===== src/rtl/stopwatch_pkg.sv =====
// Shared types and widths for the stopwatch control slice.
package stopwatch_pkg;

  localparam int unsigned BCD_W     = 8;
  localparam int unsigned LAP_TMR_W = 5;

  typedef enum logic [1:0] {
    IDLE  = 2'd0,
    RUN   = 2'd1,
    PAUSE = 2'd2
  } state_e;

endpackage : stopwatch_pkg


===== src/rtl/stopwatch_btn_debounce.sv =====
// Two-flop synchronizer plus stability counter for one raw push-button.
// press_c is a one-cycle pulse in the cycle the accepted level goes 0->1.
module btn_debounce
  import stopwatch_pkg::*;
#(
  parameter int unsigned DEBOUNCE = 16
) (
  input  logic clk,
  input  logic rst_n,
  input  logic btn_raw,
  output logic press_c
);

  localparam int unsigned CNT_W = (DEBOUNCE > 1) ? $clog2(DEBOUNCE) : 1;
  localparam logic [CNT_W-1:0] CNT_LAST = CNT_W'(DEBOUNCE - 1);

  logic             sync1_q, sync1_d;
  logic             sync2_q, sync2_d;
  logic             level_q, level_d;
  logic [CNT_W-1:0] cnt_q, cnt_d;
  logic             differ_c;

  assign differ_c = (sync2_q != level_q);

  // cnt_q holds how many earlier consecutive samples already disagreed
  always_comb begin
    sync1_d = btn_raw;
    sync2_d = sync1_q;
    level_d = level_q;
    cnt_d   = '0;
    if (differ_c) begin
      if (cnt_q == CNT_LAST) begin
        level_d = sync2_q;
      end else begin
        cnt_d = cnt_q + CNT_W'(1);
      end
    end
  end

  assign press_c = differ_c & sync2_q & (cnt_q == CNT_LAST);

  always_ff @(posedge clk or negedge rst_n) begin
    if (!rst_n) begin
      sync1_q <= 1'b0;
      sync2_q <= 1'b0;
      level_q <= 1'b0;
      cnt_q   <= '0;
    end else begin
      sync1_q <= sync1_d;
      sync2_q <= sync2_d;
      level_q <= level_d;
      cnt_q   <= cnt_d;
    end
  end

endmodule : btn_debounce


===== src/rtl/stopwatch_ctrl.sv =====
// Stopwatch control sequencer: button events, IDLE/RUN/PAUSE FSM, timebase,
// count strobes for the BCD register, lap capture/hold and display select.
module stopwatch_ctrl
  import stopwatch_pkg::*;
#(
  parameter int unsigned CLK_DIV        = 800000,
  parameter int unsigned DEBOUNCE       = 16,
  parameter int unsigned LAP_HOLD_TICKS = 20
) (
  input  logic             clk,
  input  logic             rst_n,
  input  logic             btn_start,
  input  logic             btn_stop,
  input  logic             btn_clear,
  input  logic             btn_lap,
  input  logic [BCD_W-1:0] time_value,
  output logic             count_en,
  output logic             count_clr,
  output logic [BCD_W-1:0] display_value,
  output logic             running,
  output logic             lap_active
);

  localparam int unsigned PRESC_W = $clog2(CLK_DIV);
  localparam logic [PRESC_W-1:0]   PRESC_LAST = PRESC_W'(CLK_DIV - 1);
  localparam logic [LAP_TMR_W-1:0] LAP_LOAD   = LAP_TMR_W'(LAP_HOLD_TICKS);

  logic start_c, stop_c, clear_c, lap_c;

  btn_debounce #(.DEBOUNCE(DEBOUNCE)) u_db_start (
    .clk(clk), .rst_n(rst_n), .btn_raw(btn_start), .press_c(start_c)
  );
  btn_debounce #(.DEBOUNCE(DEBOUNCE)) u_db_stop (
    .clk(clk), .rst_n(rst_n), .btn_raw(btn_stop), .press_c(stop_c)
  );
  btn_debounce #(.DEBOUNCE(DEBOUNCE)) u_db_clear (
    .clk(clk), .rst_n(rst_n), .btn_raw(btn_clear), .press_c(clear_c)
  );
  btn_debounce #(.DEBOUNCE(DEBOUNCE)) u_db_lap (
    .clk(clk), .rst_n(rst_n), .btn_raw(btn_lap), .press_c(lap_c)
  );

  state_e               state_q, state_d;
  logic [PRESC_W-1:0]   presc_q, presc_d;
  logic                 count_en_q, count_en_d;
  logic                 count_clr_q, count_clr_d;
  logic                 running_q, running_d;
  logic                 lap_active_q, lap_active_d;
  logic [LAP_TMR_W-1:0] lap_tmr_q, lap_tmr_d;
  logic [BCD_W-1:0]     lap_reg_q, lap_reg_d;
  logic [BCD_W-1:0]     display_q, display_d;

  logic tick_c;
  logic clear_act_c, stop_act_c, start_act_c, lap_act_c;

  assign tick_c = (presc_q == PRESC_LAST);

  // Priority clear > stop > start > lap; an event only acts where it applies
  assign clear_act_c = clear_c;
  assign stop_act_c  = ~clear_c & stop_c & (state_q == RUN);
  assign start_act_c = ~clear_c & start_c & (state_q != RUN);
  assign lap_act_c   = ~clear_c & ~stop_act_c & lap_c & (state_q == RUN);

  always_comb begin
    state_d      = state_q;
    presc_d      = tick_c ? '0 : presc_q + PRESC_W'(1);
    count_en_d   = 1'b0;
    count_clr_d  = 1'b0;
    lap_active_d = lap_active_q;
    lap_tmr_d    = lap_tmr_q;
    lap_reg_d    = lap_reg_q;

    case (state_q)
      IDLE: begin
        if (start_act_c) state_d = RUN;
      end
      RUN: begin
        if (stop_act_c) state_d = PAUSE;
        count_en_d = tick_c & ~stop_act_c & ~clear_act_c;
      end
      PAUSE: begin
        if (start_act_c) state_d = RUN;
      end
      default: state_d = IDLE;
    endcase

    if (clear_act_c) begin
      state_d     = IDLE;
      count_clr_d = 1'b1;
    end
    if (clear_act_c || start_act_c) presc_d = '0;

    // Lap hold: a fresh capture wins over a same-cycle tick decrement
    if (clear_act_c) begin
      lap_active_d = 1'b0;
      lap_tmr_d    = '0;
    end else if (lap_act_c) begin
      lap_reg_d    = time_value;
      lap_active_d = 1'b1;
      lap_tmr_d    = LAP_LOAD;
    end else if (tick_c && lap_active_q) begin
      lap_tmr_d = lap_tmr_q - LAP_TMR_W'(1);
      if (lap_tmr_q == LAP_TMR_W'(1)) lap_active_d = 1'b0;
    end

    running_d = (state_d == RUN);
    display_d = lap_active_q ? lap_reg_q : time_value;
  end

  always_ff @(posedge clk or negedge rst_n) begin
    if (!rst_n) begin
      state_q      <= IDLE;
      presc_q      <= '0;
      count_en_q   <= 1'b0;
      count_clr_q  <= 1'b0;
      running_q    <= 1'b0;
      lap_active_q <= 1'b0;
      lap_tmr_q    <= '0;
      lap_reg_q    <= '0;
      display_q    <= '0;
    end else begin
      state_q      <= state_d;
      presc_q      <= presc_d;
      count_en_q   <= count_en_d;
      count_clr_q  <= count_clr_d;
      running_q    <= running_d;
      lap_active_q <= lap_active_d;
      lap_tmr_q    <= lap_tmr_d;
      lap_reg_q    <= lap_reg_d;
      display_q    <= display_d;
    end
  end

  assign count_en      = count_en_q;
  assign count_clr     = count_clr_q;
  assign running       = running_q;
  assign lap_active    = lap_active_q;
  assign display_value = display_q;

endmodule : stopwatch_ctrl

===== config.mk =====
export PLATFORM = sky130hd
export DESIGN_NAME = stopwatch_ctrl
export DESIGN_NICKNAME = d
export VERILOG_FILES = /design/src/rtl/stopwatch_pkg.sv /design/src/rtl/stopwatch_btn_debounce.sv /design/src/rtl/stopwatch_ctrl.sv
export SDC_FILE = /design/constraint.sdc
export NUM_CORES = 1
export LEC_CHECK = 0
export ABC_AREA = 1
export CORE_MARGIN = 8
export CORE_UTILIZATION = 50
export DETAILED_ROUTE_END_ITERATION = 8
export GPL_TIMING_DRIVEN = 1
export PLACE_DENSITY = 0.78
export SYNTH_ARGS = -nofsm -noshare
export SYNTH_HDL_FRONTEND = slang
export SYNTH_SLANG_ARGS = --single-unit

===== constraint.sdc =====
create_clock -name clk -period 1.6 [get_ports clk]
set_input_delay 0.16 -clock clk [delete_from_list [all_inputs] [get_ports clk]]
set_output_delay 0.16 -clock clk [all_outputs]
set_load 0.05 [all_outputs]

==> impl_results.md <==
* Outcome: complete, but fails checks
* Failing checks: setup timing
* Leading cell type by number of instances after synthesis: dfrtp_1
* MaxCap Viol Count at 0
* Routed WL at 7130 µm
* CTS tree: built
* Synth Warn # at 0
* CTS Buf Count at 9
* Net count reported at finish at 455
* Startpoint Class: flop
* Async set-or-reset flop fraction in the synthesized netlist at 1.00
* Number of synthesized flops with an enable pin at 0
* Placed instance count at 485
* H-Tree Depth at 3
* # diodes at 0
* Die height at 99.0 µm
* Post-synthesis compound-gate area fraction at 0.0643
* Max-slew violation count at 0
* Via density at 5.09
* Required @ worst endpoint at 1840 ps
* Critical path type: flop to flop
* Hold Path Class: input pin to flop
* CTS sink cnt at 75
* Mapped Cells at 367
* Setup violators final at 18
* Register area at 1880 µm²
* Initial antenna violation count at 0
* Mux share of post-synthesis cell area at 0
* Post-place setup slack at -68.4 ps
* Final ANT Viol Nets at 0
* Yosys cell types at 32
* Synth top cells by count: dfrtp_1 (75), nand2_1 (69), nor2_1 (50)
* FMAX at 615 MHz
* Row count at 30
* Largest family of logic cells by synthesized area: simple AND/OR/NAND/NOR gates
* Syn Area/Cell at 9.39 µm²
* First-pass GRT wire length at 11500 µm
* Post-layout minimum cycle time at 1620 ps
* Skew-Pair Late Insertion Delay at 350 ps
* Total of fill cells in the finished design at 487
* Pin count of the biggest net entering global routing at 46
* Synth Area in Simple Gates at 0.243
* IO buf count at 25
* Non-Filler Instances at 515
* Worst slew margin relative to its limit at 0.736
* Synthesis-to-finish area growth at 29.3%
* CP max stage cell: dfrtp_1
* Largest fanout on the critical path at 8
* Most used cell, CP: nand3_4
* Post-synth top area cell: dfrtp_1
* Clock slew at reported path FFs at 80 ps
* CTS root buffer: clkbuf_8
* Synth Area in XOR/XNOR at 0.0483
* Number of synthesized register bits at 75
* Vias in the first global route at 2589
* Tightest Pin Transition at 397 ps
* GPL Wtd Cong at 0.860
* Die area at 9800 µm²
* Core area at 6720 µm²
* GRT Util Overall at 0.146
* CP Cell Sequence: ha_4, nand3_4, nor3_4, buf_6, nand3_4, o21ai_4, buf_12, nor2_2
* Top cells by area, synth: dfrtp_1 (54%), nand2_1 (7.5%), nor2_1 (5.4%)
* Remaining global-route overflow at 0
* Register area share after synthesis at 0.545
* Multi-input gate area at 1510 µm²
* Synth Cell Area at 3450 µm²
* DR pass1 iterations at 4
* Crit end category: flop
* DR iter-0 viols at 145
* Worst ir drop on vdd at 0.000561 V
* Final hold violations at 0
* CP max stage delay at 410 ps
* Final WS setup at -24.9 ps
* Clk buf depth at 2
* Total negative slack at -290 ps
* Power Dens Cells at 897 nW/µm²
* Hpwl dp at 4760 µm
* Via count at 2623
* Die width at 99.0 µm
* Most used DFF post-synth: dfrtp_1
* Fin crit share at 1.02
* Initial Utilization at 0.513
* Finished Core Util at 0.663
* Routed len/inst at 13.8 µm
* Post-synth top area share at 0.545
* IO Pins at 26
* CP arrival at 1860 ps
* Worst Skew at 12.8 ps
* Static Leak at 2.16 nW
* RSZ-0062 raised after global routing: yes
* # DRC at 0
* Synthesized Nets at 392
* Layout cells sized above 1 at 0.267
* Post-Synth Adder-Cell Area at 0.0399
==> worst max-delay path: cells and delay by family (launching register included) <==
kind	cells	cell delay, ps
AOI/OAI and AO/OA	1	100
DFF	1	410
buffers and inverters	2	310
adders and majority gates	1	170
and+or+nand+nor	4	510
==> cell type report <==
class                           instances  share of cell area
Clock buffer                           10              0.0309
Clock inverter                          6              0.0213
Inverter                               44              0.0371
Multi-Input combinational cell        243               0.339
Sequential cell                        75               0.422
Tap cell                               80              0.0225
Timing Repair Buffer                   57               0.128
==> stage by stage <==
stage	total power [mW]	hold slack (ps)	instance area [µm²]
after CTS	4.03	233	4190
after global routing	4.16	238	4460
final	4.00	252	4460
after detailed placement	2.35	118	3920
after floorplan	2.22	-136	3460
after global placement	2.34	118	3920
==> path summary, 6_finish.rpt <==
kind | start | to | slack [ps] | cells after the start
max in group asynchronous | rst_n | presc_q[1] | 740 | 3
worst min register to register | u_db_start.sync1_q | u_db_start.sync2_q | 350 | 0
worst min-delay path | btn_lap | u_db_lap.sync1_q | 250 | 1
worst max register to register | presc_q[0] | presc_q[8] | -20 | 8
min in group asynchronous | rst_n | u_db_clear.level_q | 280 | 2
worst max-delay path | presc_q[0] | presc_q[8] | -20 | 8
==> per-layer routing <==
metal  vias up  wire length, µm  track usage
met5         -                0            0
met4         0              174       0.0826
met3        16              192       0.0310
met2        48             3780        0.246
met1      1267             2980        0.168
li1       1292                -            -
==> registers in the layout, indices dropped and copies added (netlist names), 2 cells and up <==
register	count
display_value	8
u_db_lap.cnt_q	4
presc_q	20
lap_tmr_q	5
u_db_clear.cnt_q	4
lap_reg_q	8
state_q	2
u_db_start.cnt_q	4
u_db_stop.cnt_q	4
==> kinds of logic after synthesis <==
family,after synthesis
and+or+nand+nor,173
DFF,75
adders and majority gates,11
AOI/OAI and AO/OA,40
buffers and inverters,49
xor gates and xnor gates,19
==> cells in the final DEF, fill, tap and decap left out, types with 3 or more instances in the layout <==
| master | instances |
|---|---|
| dfrtp_2 | 3 |
| nand2_4 | 5 |
| clkdlybuf4s50_1 | 12 |
| buf_6 | 3 |
| nand4_1 | 5 |
| o21ai_2 | 3 |
| a21oi_1 | 10 |
| buf_4 | 34 |
| nor2_2 | 17 |
| nor2_4 | 4 |
| nand3_4 | 4 |
| xor2_1 | 15 |
| dfrtp_1 | 72 |
| o21ai_0 | 15 |
| inv_1 | 42 |
| nor2_1 | 43 |
| ha_1 | 9 |
| o21ai_1 | 5 |
| nand2_1 | 57 |
| xnor2_1 | 4 |
| clkbuf_8 | 10 |
| nand3_1 | 20 |
| nand2_2 | 9 |
| buf_12 | 5 |
==> power breakdown <==
group          total (mW)  internal (mW)  switching, mW
clock network        1.66          0.937          0.726
registers            2.05           1.97         0.0721
logic               0.290          0.119          0.171
==> what timing repair did <==
item                                   in CTS  in global routing
endpoints found under the hold margin      30                  0
gates resized for setup                     1                 45
cloned                                      0                  2
hold buffers                                1                  0
pin swaps                                   2                 12
buffers inserted                            2                  9
setup endpoints to repair                  13                 29
No activity file was read; power rests on OpenSTA's default activity.
